$ cat src/rtl/fbw_arbiter.sv
// fbw_arbiter -- shares the single frame-buffer write port between two
// requesters (typically 0 = SPI video stream, 1 = pattern/overlay generator).
//
// Whole transactions are granted: pixel writes plus row store/swap and frame
// swap all travel under one grant. Arbitration is round-robin and only
// happens in IDLE with the back buffer ready. A watchdog revokes a grant whose
// owner goes quiet for TIMEOUT cycles (TIMEOUT = 0 disables it).
//
// Handshake: a requester raises rq_req[i] and holds it for the whole
// transaction. rq_gnt[i] rises one cycle after the request is first sampled in
// IDLE. Strobes count only in cycles where rq_req[i] and rq_gnt[i] are both
// high. Dropping rq_req[i] ends the transaction and rq_gnt[i] falls on the
// next edge. A requester must watch rq_gnt, because the watchdog can also
// drop it.
//
// Ports:
//   clk, rst              clock, asynchronous active-high reset
//   rq_req[1:0]           per-requester request
//   rq_gnt[1:0]           per-requester grant (one-hot or zero)
//   rq_row_addr, rq_row_store, rq_row_swap, rq_frame_swap,
//   rq_data, rq_col_addr, rq_wren
//                         per-requester write-port slices (slice i = requester i)
//   fbw_*                 muxed write port to the frame buffer
//   fbw_row_rdy           back-buffer ready from the frame buffer
//   err_timeout           one-cycle pulse when the watchdog revokes a grant
//   dbg_state             current FSM state (0 IDLE, 1 OWN, 2 DRAIN)
module fbw_arbiter #(
  parameter int N_ROWS     = 64,
  parameter int N_COLS     = 64,
  parameter int TIMEOUT    = 4096,
  parameter int LOG_N_ROWS = $clog2(N_ROWS),
  parameter int LOG_N_COLS = $clog2(N_COLS)
) (
  input  logic                    clk,
  input  logic                    rst,
  input  logic [1:0]              rq_req,
  output logic [1:0]              rq_gnt,
  input  logic [2*LOG_N_ROWS-1:0] rq_row_addr,
  input  logic [1:0]              rq_row_store,
  input  logic [1:0]              rq_row_swap,
  input  logic [1:0]              rq_frame_swap,
  input  logic [47:0]             rq_data,
  input  logic [2*LOG_N_COLS-1:0] rq_col_addr,
  input  logic [1:0]              rq_wren,
  output logic [LOG_N_ROWS-1:0]   fbw_row_addr,
  output logic                    fbw_row_store,
  output logic                    fbw_row_swap,
  output logic                    fbw_frame_swap,
  output logic [23:0]             fbw_data,
  output logic [LOG_N_COLS-1:0]   fbw_col_addr,
  output logic                    fbw_wren,
  input  logic                    fbw_row_rdy,
  output logic                    err_timeout,
  output logic [1:0]              dbg_state
);

  typedef enum logic [1:0] {
    S_IDLE  = 2'd0,
    S_OWN   = 2'd1,
    S_DRAIN = 2'd2
  } state_t;

  // The counter is kept 1 bit wide when the watchdog is disabled, so its
  // declaration stays legal; it is then held at zero.
  localparam int CW = (TIMEOUT > 0) ? $clog2(TIMEOUT + 1) : 1;
  localparam logic [CW-1:0] CNT_LAST = (TIMEOUT > 0) ? CW'(TIMEOUT - 1) : '0;

  state_t        state_q, state_d;
  logic [1:0]    gnt_q, gnt_d;
  logic          last_q, last_d;
  logic [CW-1:0] cnt_q, cnt_d;
  logic          err_q, err_d;

  logic owner;
  logic owner_req;
  logic fwd;
  logic owner_act;

  // gnt_q is one-hot in OWN, so bit 1 names the owner directly.
  assign owner     = gnt_q[1];
  assign owner_req = rq_req[owner];
  // The owner's slice passes through only while it holds both gnt and req.
  // In the cycle its req is sampled low, its strobes are therefore dropped.
  assign fwd       = (state_q == S_OWN) && (gnt_q != 2'b00) && owner_req;
  assign owner_act = fwd && (rq_wren[owner] || rq_row_store[owner] ||
                             rq_row_swap[owner] || rq_frame_swap[owner]);

  assign rq_gnt      = gnt_q;
  assign err_timeout = err_q;
  assign dbg_state   = state_q;

  always_comb begin
    fbw_row_addr   = '0;
    fbw_row_store  = 1'b0;
    fbw_row_swap   = 1'b0;
    fbw_frame_swap = 1'b0;
    fbw_data       = '0;
    fbw_col_addr   = '0;
    fbw_wren       = 1'b0;
    if (fwd) begin
      fbw_row_addr   = owner ? rq_row_addr[2*LOG_N_ROWS-1:LOG_N_ROWS]
                             : rq_row_addr[LOG_N_ROWS-1:0];
      fbw_col_addr   = owner ? rq_col_addr[2*LOG_N_COLS-1:LOG_N_COLS]
                             : rq_col_addr[LOG_N_COLS-1:0];
      fbw_data       = owner ? rq_data[47:24] : rq_data[23:0];
      fbw_row_store  = rq_row_store[owner];
      fbw_row_swap   = rq_row_swap[owner];
      fbw_frame_swap = rq_frame_swap[owner];
      fbw_wren       = rq_wren[owner];
    end
  end

  always_comb begin
    state_d = state_q;
    gnt_d   = gnt_q;
    last_d  = last_q;
    cnt_d   = cnt_q;
    err_d   = 1'b0;
    case (state_q)
      S_IDLE: begin
        cnt_d = '0;
        if ((rq_req != 2'b00) && fbw_row_rdy) begin
          state_d = S_OWN;
          // On a tie the requester that did not own the port last time wins.
          if (rq_req == 2'b11) gnt_d = last_q ? 2'b01 : 2'b10;
          else                 gnt_d = rq_req;
        end
      end
      S_OWN: begin
        if (!owner_req) begin
          gnt_d   = 2'b00;
          last_d  = owner;
          cnt_d   = '0;
          state_d = S_DRAIN;
        end else if (TIMEOUT == 0) begin
          cnt_d = '0;
        end else if (owner_act) begin
          // Activity takes priority, including in the expiry cycle.
          cnt_d = '0;
        end else if (cnt_q == CNT_LAST) begin
          gnt_d   = 2'b00;
          err_d   = 1'b1;
          last_d  = owner;
          cnt_d   = '0;
          state_d = S_DRAIN;
        end else begin
          cnt_d = cnt_q + CW'(1);
        end
      end
      S_DRAIN: begin
        // Hold off the next owner until any row store in flight has finished.
        gnt_d = 2'b00;
        if (fbw_row_rdy) state_d = S_IDLE;
      end
      default: begin
        state_d = S_IDLE;
        gnt_d   = 2'b00;
      end
    endcase
  end

  always_ff @(posedge clk or posedge rst) begin
    if (rst) begin
      state_q <= S_IDLE;
      gnt_q   <= 2'b00;
      last_q  <= 1'b1;
      cnt_q   <= '0;
      err_q   <= 1'b0;
    end else begin
      state_q <= state_d;
      gnt_q   <= gnt_d;
      last_q  <= last_d;
      cnt_q   <= cnt_d;
      err_q   <= err_d;
    end
  end

endmodule

$ cat config.mk
export PLATFORM = sky130hd
export DESIGN_NAME = fbw_arbiter
export DESIGN_NICKNAME = d
export VERILOG_FILES = /design/src/rtl/fbw_arbiter.sv
export SDC_FILE = /design/constraint.sdc
export NUM_CORES = 1
export LEC_CHECK = 0
export CAP_MARGIN = 10
export CORE_MARGIN = 2
export CORE_UTILIZATION = 36
export CTS_CLUSTER_DIAMETER = 40
export DETAILED_ROUTE_END_ITERATION = 10
export PLACE_DENSITY = 0.92
export SETUP_SLACK_MARGIN = 0.15
export SYNTH_ARGS = -nofsm -noshare
export SYNTH_HDL_FRONTEND = slang
export SYNTH_SLANG_ARGS = --single-unit
$ cat constraint.sdc
create_clock -name clk -period 6.25 [get_ports clk]
set_input_delay 1.25 -clock clk [delete_from_list [all_inputs] [get_ports clk]]
set_output_delay 1.25 -clock clk [all_outputs]
set_load 0.03 [all_outputs]
==> metrics <==
Synth Register Bits 19; Worst EP arrival approximately 3.6 ns; die area 5190 um^2; post-synth top area share a little over a quarter; sequential share of the synthesized area ~29%; RD Place Congestion 0.892; Hold Path End cnt_q[12]$_DFFE_PP0P_; crit start category primary input; Synth Area per Inst 8.12 um^2; DRC viols 0; DIE WIDTH between 70 and 80 um; Slew HR about 44%; DR pass1 iterations 4; reported max-cap violation count 0; dpl cell area a little under 3000 um^2; row count 24; Synth area leaders dfrtp_1 27%, mux2i_1 26%, nor2_1 11%; Yosys top cell by area dfrtp_1; Reg2Reg Launch Point rq_gnt[1]$_DFFE_PP0P_; synthesized area approximately 1700 um^2; syn_nets 291; critical path fanouts, max 28; Routed WL about 5600 um; Final setup viols 0; Net count, final between 400 and 500; fin crit share between 70% and 80%; core footprint roughly 4400 um^2; EDFF count, synth 0; R2R Setup Slk between 3 and 4 ns; setup TNS 0 ns; Worst Skew slightly above 0.005 ns; TritonCTS clock tree built; IO buf count between 100 and 150; PD cells 246 nW/um^2; largest net degree at the start of global routing 47; DR vias/cell 5.05; post-route cell area 3020 um^2; most common cell after layout, fill and taps aside clkdlybuf4s50_1; Final Max Tran Viols 0; worst-margin pin slew around 0.84 ns; Max Clock Freq 0.206 GHz; Lkg Pwr approximately 1.1 nW; number of H-tree levels 1; Req. time, crit path 5.00 ns; asr flop ratio synth 100%; Tmin final approximately 4.9 ns; status complete, no violations; share of cells above drive strength 1 3.67%; setup slack at placement around 1.4 ns; Final WS setup 1.39 ns; reg-to-reg endpoint cnt_q[8]$_DFFE_PP0P_; worst min-delay path class flop to flop; Die H 72.0 um; Ys Warns 0; post-CTS repair timing setup buffer count 0; Initial Util a little under two fifths; global-route wire length before repair about 9100 um; number of I/O pins 130; Clock Path Buffers 2; Worst VDD drop 0.000140 V; antenna violations before repair 0; Reg clk slew, reported paths 0.07 ns; ANT nets after route 0; fillcell total 330; CTS Hold Bufs 0; via count between 1500 and 2000; Critical Path End Type primary output; hold_sp cnt_q[12]$_DFFE_PP0P_; worst reg-to-reg path cell count 5; n_diodes 0; # resized after CTS 0; TritonCTS buffer count 3; synth unique cells 42; Crit Path Class primary input to primary output; Routed wire per std cell about 15 um; commonest non-fill, non-tap cells in the layout 129 x clkdlybuf4s50_1, 48 x nor2_1, 43 x mux2i_1, 17 x dfrtp_1, 15 x nand2_1; Finished Core Util approximately two thirds; RSZ-0062 raised after global routing no; vias in the first global route 1889; TritonCTS Sinks 19; latest clock arrival within the worst-skew pair roughly 0.26 ns; Hold Fails Final Rpt 0; Min-Delay Path Depth 1; Congestion Overflow GR 0; dominant synthesized flop cell dfrtp_1; clock root buffer clkbuf_8; Gate Count Post-Synth just over 200; DRT iter0 DRCs between 100 and 150; GRT Util Overall about 22%; area added between synthesis and finish 81.6%; hpwl dp 4540 um
flip-flops by register name, summed over array words and instances, names as in the netlist:
| signal | cells |
|---|---|
| dbg_state | 2 |
| last_q | 1 |
| rq_gnt | 2 |
| cnt_q | 13 |
| err_timeout | 1 |
worst max-delay path, cell delays in order:
cell	delay (ns)
clkdlybuf4s50_1	0.56
nand3b_1	0.13
a21o_1	0.49
buf_4	0.33
nor2_1	0.13
clkdlybuf4s50_1	0.70
kinds of logic (layout without fill, tap and decap cells):
kind of cell	count (synthesis)	in the layout	share of synthesized area, %
and+or+nand+nor	89	89	24.7
DFF	19	19	28.6
adders and majority gates	1	1	0.751
buffers and inverters	17	139	4.43
muxes	44	44	26.5
xor gates and xnor gates	2	2	1.05
AOI/OAI and AO/OA	33	33	13.9
how the worst max path moves through the flow:
stage                          from               to  depth (start not counted)
after floorplan           rq_req[0]  fbw_col_addr[0]                          4
after global placement    rq_req[0]  fbw_col_addr[3]                          6
after detailed placement  rq_req[0]      fbw_data[0]                          6
after CTS                 rq_req[0]      fbw_data[0]                          6
after global routing      rq_req[0]      fbw_data[0]                          6
final                     rq_req[0]  fbw_row_addr[2]                          6
routing by layer:
layer	global-route usage (%)	vias to the layer above	wire length, um
met5	0	-	0
met4	3.35	0	46
met3	5.56	7	339
met2	40.1	70	2990
met1	25.9	863	2280
li1	-	975	-
Yosys cell counts, drive strengths merged (3+ instances only):
master  number
inv          4
a31oi        4
nor3         3
a21o         3
nor2        49
nand3        6
o21a         4
o31ai        3
a21oi        7
o21ai        4
mux2i       43
clkbuf       7
nand2       15
dfrtp       18
buf          6
where the power goes:
part           internal, mW  leakage (nW)  total, mW  switching [mW]
Clock                0.0455        0.0228     0.0893          0.0438
Combinational         0.229         0.859      0.480           0.251
Sequential            0.142         0.256      0.176          0.0342
Total                 0.417          1.14      0.745           0.329
stage by stage:
step           power, mW  cells  hold slack (ns)
6_report           0.745    379            0.506
5_1_grt            0.790    379            0.526
4_1_cts            0.749    379            0.507
3_5_place_dp       0.660    375            0.487
3_3_place_gp       0.652    375            0.486
2_1_floorplan      0.490    205            0.458
layout make-up:
type / instances / area, um^2 / share of cell area (%)
sequential: 19 / 478 / 15.8
timing repair buffer: 131 / 1310 / 43.2
tap: 52 / 65.1 / 2.15
multi-input combinational: 169 / 1110 / 36.9
inverter: 4 / 15.0 / 0.496
clock buffer: 4 / 45.0 / 1.49
No activity file was read; power rests on OpenSTA's default activity.
